===== config.mk =====
export PLATFORM = sky130hd
export DESIGN_NAME = us_beam_sweep_scheduler_flat
export DESIGN_NICKNAME = d
export VERILOG_FILES = /design/src/rtl/us_beam_sweep_scheduler_pkg.sv /design/src/rtl/us_beam_sweep_scheduler_if.sv /design/src/rtl/us_beam_sweep_scheduler_burst_timer.sv /design/src/rtl/us_beam_sweep_scheduler.sv /design/src/flat_wrapper.sv
export SDC_FILE = /design/constraint.sdc
export NUM_CORES = 1
export LEC_CHECK = 0
export BUFFER_PORTS_ARGS = -buffer_cell sky130_fd_sc_hd__clkbuf_2
export CORE_MARGIN = 2
export CORE_UTILIZATION = 60
export CTS_BUF_LIST = sky130_fd_sc_hd__clkbuf_2
export DETAILED_ROUTE_END_ITERATION = 8
export PLACE_DENSITY = 0.92
export SLEW_MARGIN = 15
export SYNTH_ARGS = -nofsm -noshare
export SYNTH_HDL_FRONTEND = slang
export SYNTH_HIERARCHICAL = 1
export SYNTH_SLANG_ARGS = --single-unit

===== constraint.sdc =====
create_clock -name clk -period 7.48 [get_ports clk]
set_clock_uncertainty 0.15 [all_clocks]
set_input_delay 0.374 -clock clk [delete_from_list [all_inputs] [get_ports clk]]
set_output_delay 0.374 -clock clk [all_outputs]
set_load 0.1 [all_outputs]

===== src/rtl/us_beam_sweep_scheduler_pkg.sv =====
// Shared definitions for the ultrasonic beam sweep controller: state codes,
// nominal timing constants and the modular delay wrap helper.
package us_ctrl_pkg;

  localparam int unsigned PERIOD_CYCLES_DEFAULT = 10000;
  localparam int unsigned DELAY_MAX             = 2 * PERIOD_CYCLES_DEFAULT - 1;

  localparam logic [2:0] ST_IDLE   = 3'd0;
  localparam logic [2:0] ST_SETTLE = 3'd1;
  localparam logic [2:0] ST_BURST  = 3'd2;
  localparam logic [2:0] ST_LISTEN = 3'd3;
  localparam logic [2:0] ST_DONE   = 3'd4;

  // A delay may exceed the two-period span by less than one span, so a single
  // conditional subtraction is enough to bring it back into range.
  function automatic logic [31:0] wrap_delay(input logic [31:0] sum,
                                             input logic [31:0] span);
    return (sum >= span) ? (sum - span) : sum;
  endfunction

endpackage


===== src/rtl/us_beam_sweep_scheduler_if.sv =====
// Sweep configuration valid/ready port between the command decoder (master)
// and the sweep scheduler (slave).
interface us_beam_sweep_scheduler_if #(
  parameter int unsigned DELAY_W = 16
);
  logic               cfg_valid;
  logic               cfg_ready;
  logic [DELAY_W-1:0] cfg_start;
  logic [DELAY_W-1:0] cfg_step;
  logic [7:0]         cfg_count;
  logic [7:0]         cfg_burst;
  logic [23:0]        cfg_listen;

  modport master (
    output cfg_valid, cfg_start, cfg_step, cfg_count, cfg_burst, cfg_listen,
    input  cfg_ready
  );

  modport slave (
    input  cfg_valid, cfg_start, cfg_step, cfg_count, cfg_burst, cfg_listen,
    output cfg_ready
  );
endinterface


===== src/rtl/us_beam_sweep_scheduler_burst_timer.sv =====
// Loadable window timer: settle countdown, burst of whole generator periods,
// and listen countdown, each signalled by an end strobe on its last cycle.
module us_burst_timer
  import us_ctrl_pkg::*;
#(
  parameter int unsigned PERIOD_CYCLES = PERIOD_CYCLES_DEFAULT,
  parameter int unsigned SETTLE_CYCLES = 4
) (
  input  logic        clk,
  input  logic        reset,
  input  logic        clear,
  input  logic        load_settle,
  input  logic        load_burst,
  input  logic        load_listen,
  input  logic [7:0]  burst_periods,
  input  logic [23:0] listen_cycles,
  output logic        settle_end,
  output logic        burst_end,
  output logic        listen_end
);

  localparam int unsigned CW = 24;

  localparam logic [1:0] M_NONE   = 2'd0;
  localparam logic [1:0] M_SETTLE = 2'd1;
  localparam logic [1:0] M_BURST  = 2'd2;
  localparam logic [1:0] M_LISTEN = 2'd3;

  logic [1:0]    mode;
  logic [CW-1:0] cyc;
  logic [7:0]    per;
  logic          cyc_zero;
  logic          per_zero;

  assign cyc_zero = (cyc == '0);
  assign per_zero = (per == '0);

  // cyc counts down inside the current window (or period); per counts the
  // remaining whole periods of a burst. Loads always win over counting.
  always_ff @(posedge clk or posedge reset) begin
    if (reset) begin
      mode <= M_NONE;
      cyc  <= '0;
      per  <= '0;
    end else if (clear) begin
      mode <= M_NONE;
      cyc  <= '0;
      per  <= '0;
    end else if (load_settle) begin
      mode <= M_SETTLE;
      cyc  <= CW'(SETTLE_CYCLES - 1);
    end else if (load_burst) begin
      mode <= M_BURST;
      cyc  <= CW'(PERIOD_CYCLES - 1);
      per  <= burst_periods - 8'd1;
    end else if (load_listen) begin
      mode <= M_LISTEN;
      cyc  <= listen_cycles - 24'd1;
    end else if (mode != M_NONE) begin
      if (!cyc_zero) begin
        cyc <= cyc - CW'(1);
      end else if (mode == M_BURST && !per_zero) begin
        per <= per - 8'd1;
        cyc <= CW'(PERIOD_CYCLES - 1);
      end else begin
        mode <= M_NONE;
      end
    end
  end

  assign settle_end = (mode == M_SETTLE) && cyc_zero;
  assign burst_end  = (mode == M_BURST)  && cyc_zero && per_zero;
  assign listen_end = (mode == M_LISTEN) && cyc_zero;

endmodule


===== src/rtl/us_beam_sweep_scheduler.sv =====
// Beam sweep sequencer: steps the generator delay through a list of steering
// positions, each with settle, phase-aligned burst and listen windows.
module us_beam_sweep_scheduler
  import us_ctrl_pkg::*;
#(
  parameter int unsigned PERIOD_CYCLES = PERIOD_CYCLES_DEFAULT,
  parameter int unsigned SETTLE_CYCLES = 4,
  parameter int unsigned DELAY_W       = 16
) (
  input  logic                      clk,
  input  logic                      reset,
  us_beam_sweep_scheduler_if.slave  cfg,
  input  logic                      start,
  input  logic                      abort,
  output logic [DELAY_W-1:0]        delay_value,
  output logic                      gen_sync,
  output logic                      tx_enable,
  output logic                      listen,
  output logic                      busy,
  output logic                      done,
  output logic [7:0]                step_idx
);

  localparam logic [31:0] SPAN = 32'(2 * PERIOD_CYCLES);

  logic [2:0]         state;
  logic [DELAY_W-1:0] start_r;
  logic [DELAY_W-1:0] step_r;
  logic [7:0]         count_r;
  logic [7:0]         burst_r;
  logic [23:0]        listen_r;

  logic               cfg_fire;
  logic               launch;
  logic               settle_go;
  logic               burst_go;
  logic               listen_go;
  logic               step_fin;
  logic               last_pos;
  logic [8:0]         next_idx;
  logic [DELAY_W:0]   delay_sum;
  logic [DELAY_W-1:0] delay_adv;
  logic [DELAY_W-1:0] cfg_start_red;
  logic [DELAY_W-1:0] cfg_step_red;
  logic               settle_end;
  logic               burst_end;
  logic               listen_end;
  logic               load_settle;
  logic               load_burst;
  logic               load_listen;

  assign cfg.cfg_ready = (state == ST_IDLE);
  assign busy          = (state != ST_IDLE);

  always_comb begin
    cfg_fire      = cfg.cfg_valid && (state == ST_IDLE);
    launch        = (state == ST_IDLE) && start;
    settle_go     = (state == ST_SETTLE) && settle_end;
    burst_go      = (state == ST_BURST) && burst_end;
    listen_go     = (state == ST_LISTEN) && listen_end;
    step_fin      = (burst_go && (listen_r == '0)) || listen_go;
    next_idx      = {1'b0, step_idx} + 9'd1;
    last_pos      = (next_idx >= {1'b0, count_r});
    delay_sum     = {1'b0, delay_value} + {1'b0, step_r};
    delay_adv     = DELAY_W'(wrap_delay(32'(delay_sum), SPAN));
    cfg_start_red = DELAY_W'(wrap_delay(32'(cfg.cfg_start), SPAN));
    cfg_step_red  = DELAY_W'(wrap_delay(32'(cfg.cfg_step), SPAN));
    load_settle   = !abort && (launch || (step_fin && !last_pos));
    load_burst    = !abort && settle_go;
    load_listen   = !abort && burst_go && (listen_r != '0);
  end

  // Config capture is part of the IDLE handshake and is independent of the
  // sweep FSM, so it completes even in a cycle where abort is asserted.
  always_ff @(posedge clk or posedge reset) begin
    if (reset) begin
      start_r  <= '0;
      step_r   <= '0;
      count_r  <= 8'd1;
      burst_r  <= 8'd1;
      listen_r <= '0;
    end else if (cfg_fire) begin
      start_r  <= cfg_start_red;
      step_r   <= cfg_step_red;
      count_r  <= (cfg.cfg_count == '0) ? 8'd1 : cfg.cfg_count;
      burst_r  <= (cfg.cfg_burst == '0) ? 8'd1 : cfg.cfg_burst;
      listen_r <= cfg.cfg_listen;
    end
  end

  always_ff @(posedge clk or posedge reset) begin
    if (reset) begin
      state       <= ST_IDLE;
      delay_value <= '0;
      step_idx    <= '0;
      gen_sync    <= 1'b0;
      tx_enable   <= 1'b0;
      listen      <= 1'b0;
      done        <= 1'b0;
    end else begin
      gen_sync <= 1'b0;
      done     <= 1'b0;
      if (abort) begin
        state     <= ST_IDLE;
        tx_enable <= 1'b0;
        listen    <= 1'b0;
      end else begin
        case (state)
          ST_IDLE: begin
            if (start) begin
              state       <= ST_SETTLE;
              step_idx    <= '0;
              delay_value <= cfg_fire ? cfg_start_red : start_r;
            end
          end
          ST_SETTLE: begin
            if (settle_end) begin
              state     <= ST_BURST;
              tx_enable <= 1'b1;
              gen_sync  <= 1'b1;
            end
          end
          ST_BURST: begin
            if (burst_end) begin
              tx_enable <= 1'b0;
              if (listen_r != '0) begin
                state  <= ST_LISTEN;
                listen <= 1'b1;
              end
            end
          end
          ST_LISTEN: begin
            if (listen_end) listen <= 1'b0;
          end
          ST_DONE: state <= ST_IDLE;
          default: state <= ST_IDLE;
        endcase
        // End of a position (burst with no listen, or listen): next or done.
        if (step_fin) begin
          if (!last_pos) begin
            state       <= ST_SETTLE;
            step_idx    <= next_idx[7:0];
            delay_value <= delay_adv;
          end else begin
            state <= ST_DONE;
            done  <= 1'b1;
          end
        end
      end
    end
  end

  us_burst_timer #(
    .PERIOD_CYCLES (PERIOD_CYCLES),
    .SETTLE_CYCLES (SETTLE_CYCLES)
  ) u_timer (
    .clk           (clk),
    .reset         (reset),
    .clear         (abort),
    .load_settle   (load_settle),
    .load_burst    (load_burst),
    .load_listen   (load_listen),
    .burst_periods (burst_r),
    .listen_cycles (listen_r),
    .settle_end    (settle_end),
    .burst_end     (burst_end),
    .listen_end    (listen_end)
  );

endmodule

===== src/flat_wrapper.sv =====
// flat-port wrapper written by rule: the top's interface ports become plain ports
module us_beam_sweep_scheduler_flat import us_ctrl_pkg::*;
#(
  parameter int unsigned PERIOD_CYCLES = PERIOD_CYCLES_DEFAULT,
  parameter int unsigned SETTLE_CYCLES = 4,
  parameter int unsigned DELAY_W       = 16
)
  (clk, reset, start, abort, delay_value, gen_sync, tx_enable, listen, busy, done, step_idx, cfg_cfg_valid, cfg_cfg_start, cfg_cfg_step, cfg_cfg_count, cfg_cfg_burst, cfg_cfg_listen, cfg_cfg_ready);
  us_beam_sweep_scheduler_if #(.DELAY_W(DELAY_W)) cfg_i ();
  input  logic clk;
  input  logic reset;
  input  logic start;
  input  logic abort;
  output logic [DELAY_W-1:0] delay_value;
  output logic gen_sync;
  output logic tx_enable;
  output logic listen;
  output logic busy;
  output logic done;
  output logic [7:0] step_idx;
  input wire logic [$bits(cfg_i.cfg_valid)-1:0] cfg_cfg_valid;
  input wire logic [$bits(cfg_i.cfg_start)-1:0] cfg_cfg_start;
  input wire logic [$bits(cfg_i.cfg_step)-1:0] cfg_cfg_step;
  input wire logic [$bits(cfg_i.cfg_count)-1:0] cfg_cfg_count;
  input wire logic [$bits(cfg_i.cfg_burst)-1:0] cfg_cfg_burst;
  input wire logic [$bits(cfg_i.cfg_listen)-1:0] cfg_cfg_listen;
  output wire logic [$bits(cfg_i.cfg_ready)-1:0] cfg_cfg_ready;
  assign cfg_i.cfg_valid = cfg_cfg_valid;
  assign cfg_i.cfg_start = cfg_cfg_start;
  assign cfg_i.cfg_step = cfg_cfg_step;
  assign cfg_i.cfg_count = cfg_cfg_count;
  assign cfg_i.cfg_burst = cfg_cfg_burst;
  assign cfg_i.cfg_listen = cfg_cfg_listen;
  assign cfg_cfg_ready = cfg_i.cfg_ready;
  us_beam_sweep_scheduler #(.PERIOD_CYCLES(PERIOD_CYCLES), .SETTLE_CYCLES(SETTLE_CYCLES), .DELAY_W(DELAY_W)) u_core (.clk(clk), .reset(reset), .cfg(cfg_i), .start(start), .abort(abort), .delay_value(delay_value), .gen_sync(gen_sync), .tx_enable(tx_enable), .listen(listen), .busy(busy), .done(done), .step_idx(step_idx));
endmodule

## After elaboration in Yosys (flattened, before gate mapping)

Index checks and enable logic that the tools add are counted.

| cells by class | value |
|---|---|
| add/sub/neg operators | 9 |
| magnitude comparators | 4 |
| eq/ne operators | 19 |
| mux-type cells | 58 |
| reductions and logical operators | 43 |

Operators by type and width:

| kind | number |
|---|---|
| $mux 24 | 7 |
| $mux 16 | 8 |
| $mux 8 | 13 |
| $logic_not 24->1 | 2 |
| $sub 16x15->16 const B | 3 |
| $sub 24x1->24 const B | 2 |
| $ge 16x15->1 const B | 2 |
| $logic_not 8->1 | 3 |
| $reduce_bool 24->1 | 1 |
| $mux 3 | 7 |
| $reduce_bool 3->1 | 6 |
| $add 16x16->17 | 1 |
| $ge 17x15->1 const B | 1 |
| $logic_and 1x1->1 | 16 |
| $sub 8x1->8 const B | 2 |
| $ne 3x2->1 const B | 5 |
| $mux 2 | 7 |
| $mux 1 | 13 |
| $pmux 3 s4 | 1 |
| $reduce_and 5->1 | 2 |
| $reduce_bool 5->1 | 2 |
| $add 8x1->9 const B | 1 |
| $ge 9x8->1 | 1 |
| $ne 4x2->1 const B | 2 |
| other kinds (17) | 25 |

| storage, ports and cells | value |
|---|---|
| bits in registers | 137 |
| input port bits | 77 |
| logic and storage cells | 148 |

## Longest topological paths before layout

Gate-level depths: netlist of the first run.

| depth | value |
|---|---|
| word-level depth | 11 |
| mapped depth | 21 |
| gate-level depth less buffers | 18 |

## Modules after synthesis

The synthesis of the first run kept the hierarchy.

Modules (own cells, without submodules):

| module | times used | cells an instance | area an instance (um2) | seq. area each (um2) |
|---|---|---|---|---|
| us_beam_sweep_scheduler | 1 | 692 | 5989.5 | 2580.0 |
| us_burst_timer | 1 | 382 | 2955.3 | 850.8 |

## Worst setup path after synthesis of the first run

OpenSTA, ideal clock, no wires.

| path | value |
|---|---|
| kind | register to register |
| from | reg u_core.state[1] |
| to | reg u_core.u_timer.per[3] |
| library setup time | 0.132 ns |
| arrival | 4.624 ns |
| data required time | 7.198 ns |
| path slack | 2.574 ns |
| stages on the path, launching flop included | 13 |
| period minus slack after synthesis | 4.906 ns |
| cells stage by stage | dfrtp_1 > clkbuf_1 > nor3_1 > nand2_1 > a21o_1 > inv_1 > buf_1 > clkbuf_1 > inv_1 > nand2_1 > o21ai_0 > a221oi_1 > nor2_1 |

| on the way | value |
|---|---|
| elaborated cells between the ends (all ways) | 25 |

RTL lines:

| item | line | source |
|---|---|---|
| start, declared | us_beam_sweep_scheduler.sv:26 | `logic [2:0] state;` |
| start signal, assigned | us_beam_sweep_scheduler.sv:93 | `state <= ST_IDLE;` |
| start signal, assigned | us_beam_sweep_scheduler.sv:104 | `state <= ST_IDLE;` |
| start signal, assigned | us_beam_sweep_scheduler.sv:111 | `state <= ST_SETTLE;` |
| $logic_not 3->1 | n/a |  |
| named net cfg_cfg_ready | flat_wrapper.sv:27 | `output wire logic [$bits(cfg_i.cfg_ready)-1:0] cfg_cfg_ready;` |
| $logic_and 1x1->1 | us_beam_sweep_scheduler.sv:57 | `launch = (state == ST_IDLE) && start;` |
| $logic_or 1x1->1 | us_beam_sweep_scheduler.sv:68 | `load_settle = !abort && (launch \|\| (step_fin && !last_pos));` |
| $logic_and 1x1->1 | us_beam_sweep_scheduler.sv:68 |  |
| named net u_core.load_settle | us_beam_sweep_scheduler.sv:48 | `logic load_settle;` |
| $ne 2x2->1 (no source line) | n/a |  |
| $reduce_and 5->1 (no source line) | n/a |  |
| end signal, assigned | us_beam_sweep_scheduler_burst_timer.sv:55 | `per <= burst_periods - 8'd1;` |
| end signal, assigned | us_beam_sweep_scheduler_burst_timer.sv:63 | `per <= per - 8'd1;` |
| end, declared | us_beam_sweep_scheduler_burst_timer.sv:31 | `logic [7:0] per;` |

The timed path passes the listed nets, and every way through them passes these cells. The select of a mux whose other input is x is not followed.
A chain may end at the register's enable or synchronous reset.

## Final worst setup path of the first run

| path | value |
|---|---|
| from | reg u_core.u_timer.cyc[8] |
| to | reg u_core.u_timer.cyc[18] |

| on the way | value |
|---|---|
| longest elaborated chain between the ends | 11 |
| elaborated cells between the ends (all ways) | 26 |

RTL lines:

| item | line | source |
|---|---|---|
| start, declared | us_beam_sweep_scheduler_burst_timer.sv:30 | `logic [CW-1:0] cyc;` |
| start signal, assigned | us_beam_sweep_scheduler_burst_timer.sv:51 | `cyc <= CW'(SETTLE_CYCLES - 1);` |
| start signal, assigned | us_beam_sweep_scheduler_burst_timer.sv:54 | `cyc <= CW'(PERIOD_CYCLES - 1);` |
| start signal, assigned | us_beam_sweep_scheduler_burst_timer.sv:58 | `cyc <= listen_cycles - 24'd1;` |
| $logic_not 24->1 * | us_beam_sweep_scheduler_burst_timer.sv:35 | `assign cyc_zero = (cyc == '0);` |
| $logic_and 1x1->1 * (2 in a row) | us_beam_sweep_scheduler_burst_timer.sv:72 | `assign burst_end = (mode == M_BURST) && cyc_zero && per_zero;` |
| named net u_core.burst_end | us_beam_sweep_scheduler.sv:46 | `logic burst_end;` |
| $logic_and 1x1->1 * | us_beam_sweep_scheduler.sv:59 | `burst_go = (state == ST_BURST) && burst_end;` |
| $logic_and 1x1->1 | us_beam_sweep_scheduler.sv:61 | `step_fin = (burst_go && (listen_r == '0)) \|\| listen_go;` |
| $logic_or 1x1->1 | us_beam_sweep_scheduler.sv:61 |  |
| $logic_and 1x1->1 | us_beam_sweep_scheduler.sv:68 |  |
| $logic_or 1x1->1 | us_beam_sweep_scheduler.sv:68 |  |
| $logic_and 1x1->1 | us_beam_sweep_scheduler.sv:68 |  |
| $ne 6x2->1 (no source line), or another cell as far along | n/a |  |
| $reduce_and 2->1 (no source line) / $mux 24 (equally long branches) | n/a |  |

Mark *: on every way through the listed nets, which the timed path passes. The rest lies on a longest branch. The select of a mux whose other input is x is not followed.

==> reports/qor.log, run 1 <==
[synthesis] count of synthesis-stage warnings from yosys 6
[finish] final layout net count 1354
[synthesis] Synth Area per Inst 8.33 um2
[power_and_ir_drop] Power Density 428 nW/um2
[synthesis] Seq cells post-synth 137
[drt] initial detailed-routing violation count 1418
[clocking] insertion delay to the later sink of the worst-skew pair 770 ps
[floorplanning] Top-Level Pins 107
[synthesis] most common flop cell mapped by yosys sky130_fd_sc_hd__dfrtp_1
[synthesis] share of synthesized registers carrying an async set or reset 100%
[timing] final number of max-transition violations 0
[global_route] met3 demand-to-capacity share in global routing 8.41%
[power_and_ir_drop] proportion of total power due to net switching 54.5%
[finish] share of final-layout standard cells stronger than drive strength 1 14.7%
[floorplanning] FP Rows 44
[drt] Post-Route WL 27800 um
[timing] Setup violations, final 0
[synthesis] summed instance area of the synthesized netlist 8940 um2
[global_route] number of global-route vias before repair 9156
[clocking] Max Root-Sink Buffers 2
[place] PortBufs 106
[clocking] TritonCTS clock tree yes
[power_and_ir_drop] switching pwr 2.48 mW
[synthesis] nets in the synthesized netlist 1184
[synthesis] number of distinct library cell variants in the gate-level netlist after synthesis 84
[drt] number of detailed-route iterations in the first pass 8
[worst_setup_path] Startpoint Class flip-flop
[worst_hold_path] worst hold-check path type input port to flip-flop
[worst_setup_path] kind of end point of the critical path flip-flop
[global_route] GR peak layer met2
[timing] unrepaired setup endpoints after global routing false
[worst_hold_path] HP Start abort
[job] Max-cap violations 0
[finish] leading cell type in the layout, fill and taps excluded sky130_fd_sc_hd__nand2_1
[power_and_ir_drop] part of the power in registers 27.1%
[drt] number of vias after detailed routing 9470
[clocking] root buf cell sky130_fd_sc_hd__clkbuf_2
[drt] Via-to-Cell Ratio 6.57
[global_route] maximum number of pins on one net before global-route repair 78
[place] routability cong. 0.934
[worst_hold_path] Worst Hold Path EP u_core/u_timer/mode[0]
[worst_setup_path] worst-path maximum fanout 13
[worst_setup_path] data arrival time of the critical path 5770 ps
[worst_setup_path] CP required 7960 ps
[synthesis] count of mapped cells out of synthesis 1074
[power_and_ir_drop] internal power component 2.07 mW
[global_route] gr ovfl total 0
[clocking] Setup Fix Bufs, Post-CTS 0
[finish] Layout fillers 977
[clocking] H-tree levels 4
[floorplanning] Total Die Area 15900 um2
[global_route] Total GRT Usage 35.4%
[clocking] clock-pin slew of the registers on the worst-case setup and hold paths 210 ps
[power_and_ir_drop] combinational group share of total power 64.1%
[place] HPWL Detailed 17200 um
[timing] achievable frequency 189 MHz
[worst_hold_path] Min-Delay Path Depth 2
[drt] residual antenna-violating net count after detailed routing 0
[synthesis] post-synthesis sequential area ratio 38.4%
[global_route] wire length of the first global-routing pass 45500 um
[power_and_ir_drop] maximum vdd ir drop 0.377 mV
[global_route] initial antenna violation count 1
[drt] DRC errors left 0
[floorplanning] die span in y 126 um
[worst_setup_path] CP Class flip-flop to flip-flop
[floorplanning] total core area 14500 um2
[timing] share of the clock period used by the worst path 70.8%
[place] total placed cells including tap cells 1325
[finish] layout overhead on the synthesized area 18.8%
[synthesis] number of synthesized flops with an enable pin 0
[global_route] global routing usage on met2 57.1%
[power_and_ir_drop] fraction of power consumed by the clock network 8.8%
[timing] Least-Margin Pin Slew 953 ps
[timing] final setup TNS 0 ps
[clocking] CTS Buf Count 17
[floorplanning] initial cell density of the core 61.5%
[timing] final number of hold-violating endpoints 0
[worst_setup_path] r2r setup slk 2180 ps
[finish] commonest non-fill, non-tap cells in the layout sky130_fd_sc_hd__nand2_1, sky130_fd_sc_hd__dfrtp_1, sky130_fd_sc_hd__clkbuf_2
[clocking] # clock sinks 137
[floorplanning] horizontal die dimension 126 um
[worst_setup_path] launching point of the worst reg2reg path u_core/u_timer/cyc[8]
[worst_setup_path] end of the worst register-to-register path u_core/u_timer/cyc[18]
[drt] routed wire length per instance 19.3 um
[finish] final non-filler cell total 1442
[status] run status complete, no violations
[timing] Min Clock Period, post-route 5300 ps
[worst_setup_path] depth of the worst register-to-register path 15
[timing] relative slew slack 36.5%
[global_route] routing usage on met1 44.1%
[power_and_ir_drop] leakage power figure 4.90 nW
## registers in the layout (all words and copies together), names as in the netlist
name                 flops
u_core/gen_sync          1
u_core/listen_r         24
u_core/u_timer/mode      2
u_core/u_timer/per       8
u_core/burst_r           8
u_core/done              1
u_core/count_r           8
u_core/step_r           16
u_core/delay_value      16
u_core/listen            1
u_core/u_timer/cyc      24
u_core/step_idx          8
u_core/tx_enable         1
u_core/start_r          16
u_core/state             3
## layout make-up
| type | count | area, um2 | area share (%) |
|---|---|---|---|
| clock buffer | 22 | 110 | 1.04 |
| inverter | 32 | 123 | 1.15 |
| multi-input combinational | 858 | 5220 | 49.1 |
| tap | 184 | 230 | 2.17 |
| timing repair buffer | 198 | 1430 | 13.5 |
| clock inverter | 10 | 82.6 | 0.777 |
| sequential | 137 | 3430 | 32.3 |
| antenna | 1 | 2.50 | 0.0235 |
## routing by layer
metal  share of wire, %  up-vias
met2                 47      687
li1                   -     4192
met1                 38     4411
met3                9.0      180
met4                5.8        0
met5                  0        -
## per-stage QoR
stage	power, mW	hold slack [ps]	area, um2	util (%)	setup WS [ps]
after global routing	4.81	79.3	10600	73.1	1810
final	4.55	72.5	10600	73.1	2180
after global placement	3.83	228	9590	66.0	2750
after detailed placement	3.94	234	9590	66.0	2430
after floorplan	3.39	291	8940	-	2570
after CTS	4.37	17.2	10600	73.1	2380
## critical path, cell delays in order (launching register included)
cell and delay, ps:
sky130_fd_sc_hd__dfrtp_1 470, sky130_fd_sc_hd__nor3_1 470, sky130_fd_sc_hd__nand4_1 520, sky130_fd_sc_hd__or2_2 550, sky130_fd_sc_hd__nor3_1 440, sky130_fd_sc_hd__nand3_1 220
sky130_fd_sc_hd__nor3_1 190, sky130_fd_sc_hd__nor2_1 120, sky130_fd_sc_hd__nand3b_1 240, sky130_fd_sc_hd__a21o_1 340, sky130_fd_sc_hd__inv_1 360, sky130_fd_sc_hd__nor4_1 150
sky130_fd_sc_hd__o211ai_1 480, sky130_fd_sc_hd__a21oi_1 110, sky130_fd_sc_hd__o21ai_0 200, sky130_fd_sc_hd__o311ai_0 150
## kinds of logic (layout without fill, tap and decap cells)
| kind of cell | count (synthesis) | in the layout | share of synthesized area (%) |
|---|---|---|---|
| adders and majority gates | 34 | 34 | 4.81 |
| xor gates and xnor gates | 61 | 61 | 5.97 |
| and+or+nand+nor | 492 | 492 | 26.6 |
| AOI/OAI and AO/OA | 262 | 262 | 19.8 |
| other | 0 | 1 | 0 |
| buffers and inverters | 79 | 262 | 3.46 |
| muxes | 9 | 9 | 1.02 |
| DFF | 137 | 137 | 38.4 |
## power groups by stage
stage	logic [mW]	registers, mW	clock network [mW]
6_report	2.91	1.23	0.399
3_3_place_gp	2.62	1.21	0
3_5_place_dp	2.71	1.22	0
2_1_floorplan	1.94	1.45	0
4_1_cts	2.77	1.21	0.395
5_1_grt	3.13	1.26	0.431
## how the worst max path moves through the flow
stage	start	endpoint	slack (ps)	cells past startpoint
after floorplan	u_core/state[1]	u_core/u_timer/per[3]	2570	12
after global placement	u_core/u_timer/cyc[8]	u_core/u_timer/cyc[20]	2750	13
after detailed placement	u_core/u_timer/cyc[8]	u_core/u_timer/cyc[18]	2430	15
after CTS	u_core/u_timer/cyc[10]	u_core/u_timer/cyc[18]	2380	15
after global routing	u_core/u_timer/cyc[8]	u_core/u_timer/cyc[22]	1810	15
final	u_core/u_timer/cyc[8]	u_core/u_timer/cyc[18]	2180	15
## what timing repair did
action                                  4_1_cts  5_1_grt
hold buffers                                 84        0
endpoints found under the hold margin       140        0
gates resized for setup                       0        0
endpoints found under the setup margin        0        0
## cells in the mapped netlist, types with 4 or more instances
master / instances / area share [%]
sky130_fd_sc_hd__a221oi_1: 4 / 0.39
sky130_fd_sc_hd__buf_2: 4 / 0.22
sky130_fd_sc_hd__nor3_1: 42 / 2.3
sky130_fd_sc_hd__nand4_1: 7 / 0.49
sky130_fd_sc_hd__or4_1: 5 / 0.42
sky130_fd_sc_hd__a211oi_1: 11 / 0.92
sky130_fd_sc_hd__a311oi_1: 4 / 0.39
sky130_fd_sc_hd__and3_1: 9 / 0.63
sky130_fd_sc_hd__a22o_1: 5 / 0.49
sky130_fd_sc_hd__nor2_1: 90 / 3.8
sky130_fd_sc_hd__a21o_1: 15 / 1.3
sky130_fd_sc_hd__nand2b_1: 16 / 1.1
sky130_fd_sc_hd__xnor2_1: 37 / 3.6
sky130_fd_sc_hd__o211ai_1: 7 / 0.59
sky130_fd_sc_hd__a22oi_1: 7 / 0.59
sky130_fd_sc_hd__a221o_1: 5 / 0.56
sky130_fd_sc_hd__nand2_1: 206 / 8.6
sky130_fd_sc_hd__dfrtp_1: 135 / 38
sky130_fd_sc_hd__o22ai_1: 11 / 0.77
sky130_fd_sc_hd__nand3b_1: 7 / 0.59
sky130_fd_sc_hd__nor3b_1: 8 / 0.67
sky130_fd_sc_hd__mux2i_1: 8 / 0.90
sky130_fd_sc_hd__nor4_1: 32 / 2.2
sky130_fd_sc_hd__or2_2: 9 / 0.63
sky130_fd_sc_hd__o21ai_1: 5 / 0.28
sky130_fd_sc_hd__and2_1: 4 / 0.28
sky130_fd_sc_hd__nand3_1: 21 / 1.2
sky130_fd_sc_hd__o21ai_0: 82 / 4.6
sky130_fd_sc_hd__nor2b_1: 7 / 0.49
sky130_fd_sc_hd__clkbuf_1: 40 / 1.7
sky130_fd_sc_hd__ha_1: 32 / 4.5
sky130_fd_sc_hd__xor2_1: 24 / 2.3
sky130_fd_sc_hd__o31ai_1: 6 / 0.50
sky130_fd_sc_hd__nor4b_1: 5 / 0.49
sky130_fd_sc_hd__inv_1: 32 / 1.3
sky130_fd_sc_hd__a31oi_1: 4 / 0.28
sky130_fd_sc_hd__or3_1: 11 / 0.77
sky130_fd_sc_hd__a21oi_1: 44 / 2.5
sky130_fd_sc_hd__o21a_1: 8 / 0.67
sky130_fd_sc_hd__a21oi_2: 4 / 0.39
(Power assumes the default switching activity.)
==> run 2, diff against run 1 <==
--- a/config.mk
+++ b/config.mk
@@ -7,10 +7,10 @@
 export LEC_CHECK = 0
 export BUFFER_PORTS_ARGS = -buffer_cell sky130_fd_sc_hd__clkbuf_2
 export CORE_MARGIN = 2
-export CORE_UTILIZATION = 60
+export CORE_UTILIZATION = 55
 export CTS_BUF_LIST = sky130_fd_sc_hd__clkbuf_2
 export DETAILED_ROUTE_END_ITERATION = 8
-export PLACE_DENSITY = 0.92
+export PLACE_DENSITY = 0.89
 export SLEW_MARGIN = 15
 export SYNTH_ARGS = -nofsm -noshare
 export SYNTH_HDL_FRONTEND = slang
==> constraint.sdc (replaced) <==
create_clock -name clk -period 4.8 [get_ports clk]
set_clock_uncertainty 0.15 [all_clocks]
set_input_delay 0.24 -clock clk [delete_from_list [all_inputs] [get_ports clk]]
set_output_delay 0.24 -clock clk [all_outputs]
set_load 0.1 [all_outputs]
==> run 2 against run 1 <==
Net effect: cell count increased by 3.9%; combinational power increased by 59%; die area increased by 8.8%; via count increased by 2.2%; critical path depth decreased by 1; critical path type unchanged; largest power group unchanged.
==> reports/qor.log, run 2 (synthesis results as in run 1) <==
[status] run status complete, no violations [unchanged]
[timing] unrepaired setup endpoints after global routing false [unchanged]
[worst_setup_path] CP endpoint u_core/u_timer/cyc[18] [unchanged]
[drt] initial detailed-routing violation count 1339 [was 1418]
[timing] share of the clock period used by the worst path 94.8% [was 70.8%]
[worst_setup_path] data arrival time of the critical path 5030 ps [was 5770 ps]
[worst_setup_path] depth of the worst register-to-register path 14 [was 15]
[timing] final number of hold-violating endpoints 0 [unchanged]
[timing] tightest hold margin 61.8 ps [was 72.5 ps]
[place] HPWL Detailed 17400 um [was 17200 um]
[power_and_ir_drop] total power 7.14 mW [was 4.55 mW]
[worst_setup_path] launching point of the worst reg2reg path u_core/step_idx[0] [was u_core/u_timer/cyc[8]]
[floorplanning] Total Die Area 17300 um2 [was 15900 um2]
[drt] DRC errors left 0 [unchanged]
[worst_hold_path] HP Start cfg_cfg_listen[5] [was abort]
[timing] Setup violations, final 0 [unchanged]
[floorplanning] Top-Level Pins 107 [unchanged]
[floorplanning] initial cell density of the core 56.3% [was 61.5%]
[worst_setup_path] end of the worst register-to-register path u_core/u_timer/cyc[18] [unchanged]
[finish] Layout fillers 1181 [was 977]
[global_route] gr ovfl total 0 [unchanged]
[timing] worst path setup slack after routing 248 ps [was 2180 ps]
[clocking] insertion delay to the later sink of the worst-skew pair 760 ps [was 770 ps]
[drt] number of detailed-route iterations in the first pass 9 [was 8]
[worst_setup_path] worst-path maximum fanout 11 [was 13]
[global_route] Total GRT Usage 33.2% [was 35.4%]
[job] Max-cap violations 0 [unchanged]
[power_and_ir_drop] maximum vdd ir drop 0.633 mV [was 0.377 mV]
[clocking] root buf cell sky130_fd_sc_hd__clkbuf_2 [unchanged]
[timing] Least-Margin Pin Slew 960 ps [was 953 ps]
[finish] leading cell type in the layout, fill and taps excluded sky130_fd_sc_hd__nand2_1 [unchanged]
[place] routability cong. 0.918 [was 0.934]
[drt] Via-to-Cell Ratio 6.46 [was 6.57]
[timing] Min Clock Period, post-route 4550 ps [was 5300 ps]
[power_and_ir_drop] leakage power figure 5.01 nW [was 4.90 nW]
[drt] number of vias after detailed routing 9680 [was 9470]
[power_and_ir_drop] Power Density 656 nW/um2 [was 428 nW/um2]
[global_route] wire length of the first global-routing pass 46500 um [was 45500 um]
[worst_hold_path] worst hold-check path type input port to flip-flop [unchanged]
[timing] achievable frequency 220 MHz [was 189 MHz]
[clocking] TritonCTS clock tree yes [unchanged]
[global_route] number of global-route vias before repair 9509 [was 9156]
[drt] Post-Route WL 29200 um [was 27800 um]
[floorplanning] die span in y 132 um [was 126 um]
[place] worst setup timing slack at the placement stage 150 ps [was 2430 ps]
[timing] final setup TNS 0 ps [unchanged]
[clocking] CTS Buf Count 17 [unchanged]
[clocking] Max Root-Sink Buffers 2 [unchanged]
[floorplanning] horizontal die dimension 132 um [was 126 um]
[global_route] maximum number of pins on one net before global-route repair 61 [was 78]
[worst_setup_path] CP required 5270 ps [was 7960 ps]
[timing] final number of max-transition violations 0 [unchanged]
[floorplanning] total core area 15900 um2 [was 14500 um2]
[global_route] initial antenna violation count 3 [was 1]
[drt] residual antenna-violating net count after detailed routing 0 [unchanged]
[worst_setup_path] CP Class flip-flop to flip-flop [unchanged]
[finish] leading registers by flop count u_core/listen_r x24, u_core/u_timer/cyc x24 [unchanged]
[finish] share of final-layout standard cells stronger than drive strength 1 15.0% [was 14.7%]
[place] PortBufs 106 [unchanged]
[finish] final layout net count 1377 [was 1354]
[worst_setup_path] r2r setup slk 250 ps [was 2180 ps]
[worst_setup_path] Startpoint Class flip-flop [unchanged]
[clocking] clock-pin slew of the registers on the worst-case setup and hold paths 190 ps [was 210 ps]
[finish] layout overhead on the synthesized area 21.7% [was 18.8%]
[worst_setup_path] timing startpoint of the critical path u_core/step_idx[0] [was u_core/u_timer/cyc[8]]
[finish] commonest non-fill, non-tap cells in the layout sky130_fd_sc_hd__nand2_1, sky130_fd_sc_hd__dfrtp_1, sky130_fd_sc_hd__clkbuf_2 [unchanged]
[timing] relative slew slack 35.4% [was 36.5%]
[drt] routed wire length per instance 19.5 um [was 19.3 um]
[worst_setup_path] kind of end point of the critical path flip-flop [unchanged]
[clocking] H-tree levels 4 [unchanged]
[clocking] # clock sinks 137 [unchanged]
[floorplanning] FP Rows 46 [was 44]
-- run 2: cell types whose count changed in the layout (fill, tap and decap cells not counted), moves of 3 or more --
cell                            before  now
sky130_fd_sc_hd__nor3_2              0    3
sky130_fd_sc_hd__clkbuf_2          128  131
sky130_fd_sc_hd__buf_4               8   12
sky130_fd_sc_hd__nor3_1             42   39
sky130_fd_sc_hd__dlygate4sd3_1      84  102
-- run 2: critical path: stages, from the launching register on --
cell,delay (ps)
sky130_fd_sc_hd__dfrtp_1,510
sky130_fd_sc_hd__ha_1,320
sky130_fd_sc_hd__and3_1,320
sky130_fd_sc_hd__xor2_1,100
sky130_fd_sc_hd__ha_1,320
sky130_fd_sc_hd__a211o_1,160
sky130_fd_sc_hd__o221ai_1,150
sky130_fd_sc_hd__a21o_1,230
sky130_fd_sc_hd__nand3b_1,150
sky130_fd_sc_hd__a21o_1,420
sky130_fd_sc_hd__inv_2,180
sky130_fd_sc_hd__or4_1,690
sky130_fd_sc_hd__nor3_2,290
sky130_fd_sc_hd__nand2_1,120
sky130_fd_sc_hd__o311ai_0,310
-- run 2: cell type report --
type,count,area (um2),share of cell area (%)
tap,216,270,2.48
multi-input combinational,858,5240,48.1
sequential,137,3430,31.5
inverter,32,123,1.13
timing repair buffer,221,1660,15.3
antenna,3,7.51,0.0690
clock buffer,25,125,1.15
clock inverter,6,26.3,0.241
-- run 2: how the worst min path moves through the flow --
| stage | end | slack (ps) | depth (start not counted) |
|---|---|---|---|
| after CTS | u_core/step_r[2] | 10 | 4 |
| after global placement | u_core/gen_sync | 190 | 2 |
| after floorplan | u_core/burst_r[1] | 200 | 2 |
| after detailed placement | u_core/gen_sync | 190 | 2 |
| final | u_core/listen_r[5] | 60 | 4 |
| after global routing | u_core/listen_r[7] | 70 | 4 |
-- run 2: routing by layer --
layer	part of all wire (%)	vias up	track usage, %
met5	0	-	0
met3	9.7	192	7.37
li1	-	4254	-
met4	6.2	0	21.7
met2	47	723	54.3
met1	37	4511	39.3
-- run 2: power breakdown --
| group | leakage (nW) | internal, mW | total, mW | switching [mW] |
|---|---|---|---|---|
| Sequential | 1.75 | 1.51 | 1.94 | 0.429 |
| Clock | 0.120 | 0.142 | 0.556 | 0.414 |
| Combinational | 3.15 | 1.63 | 4.64 | 3.01 |
| Total | 5.01 | 3.28 | 7.14 | 3.86 |
-- run 2: repair_timing --
item,4_1_cts,5_1_grt
setup buffers,0,2
endpoints found under the setup margin,0,30
gates resized for setup,0,4
hold buffers,102,0
endpoints found under the hold margin,176,0
-- run 2: per-stage QoR --
stage	instance area [um2]	utilization, %	std cells
after detailed placement	9650	60.8	1359
after CTS	10800	68.2	1492
after floorplan	8950	-	1074
final	10900	68.5	1498
after global placement	9650	60.8	1359
after global routing	10900	68.5	1498
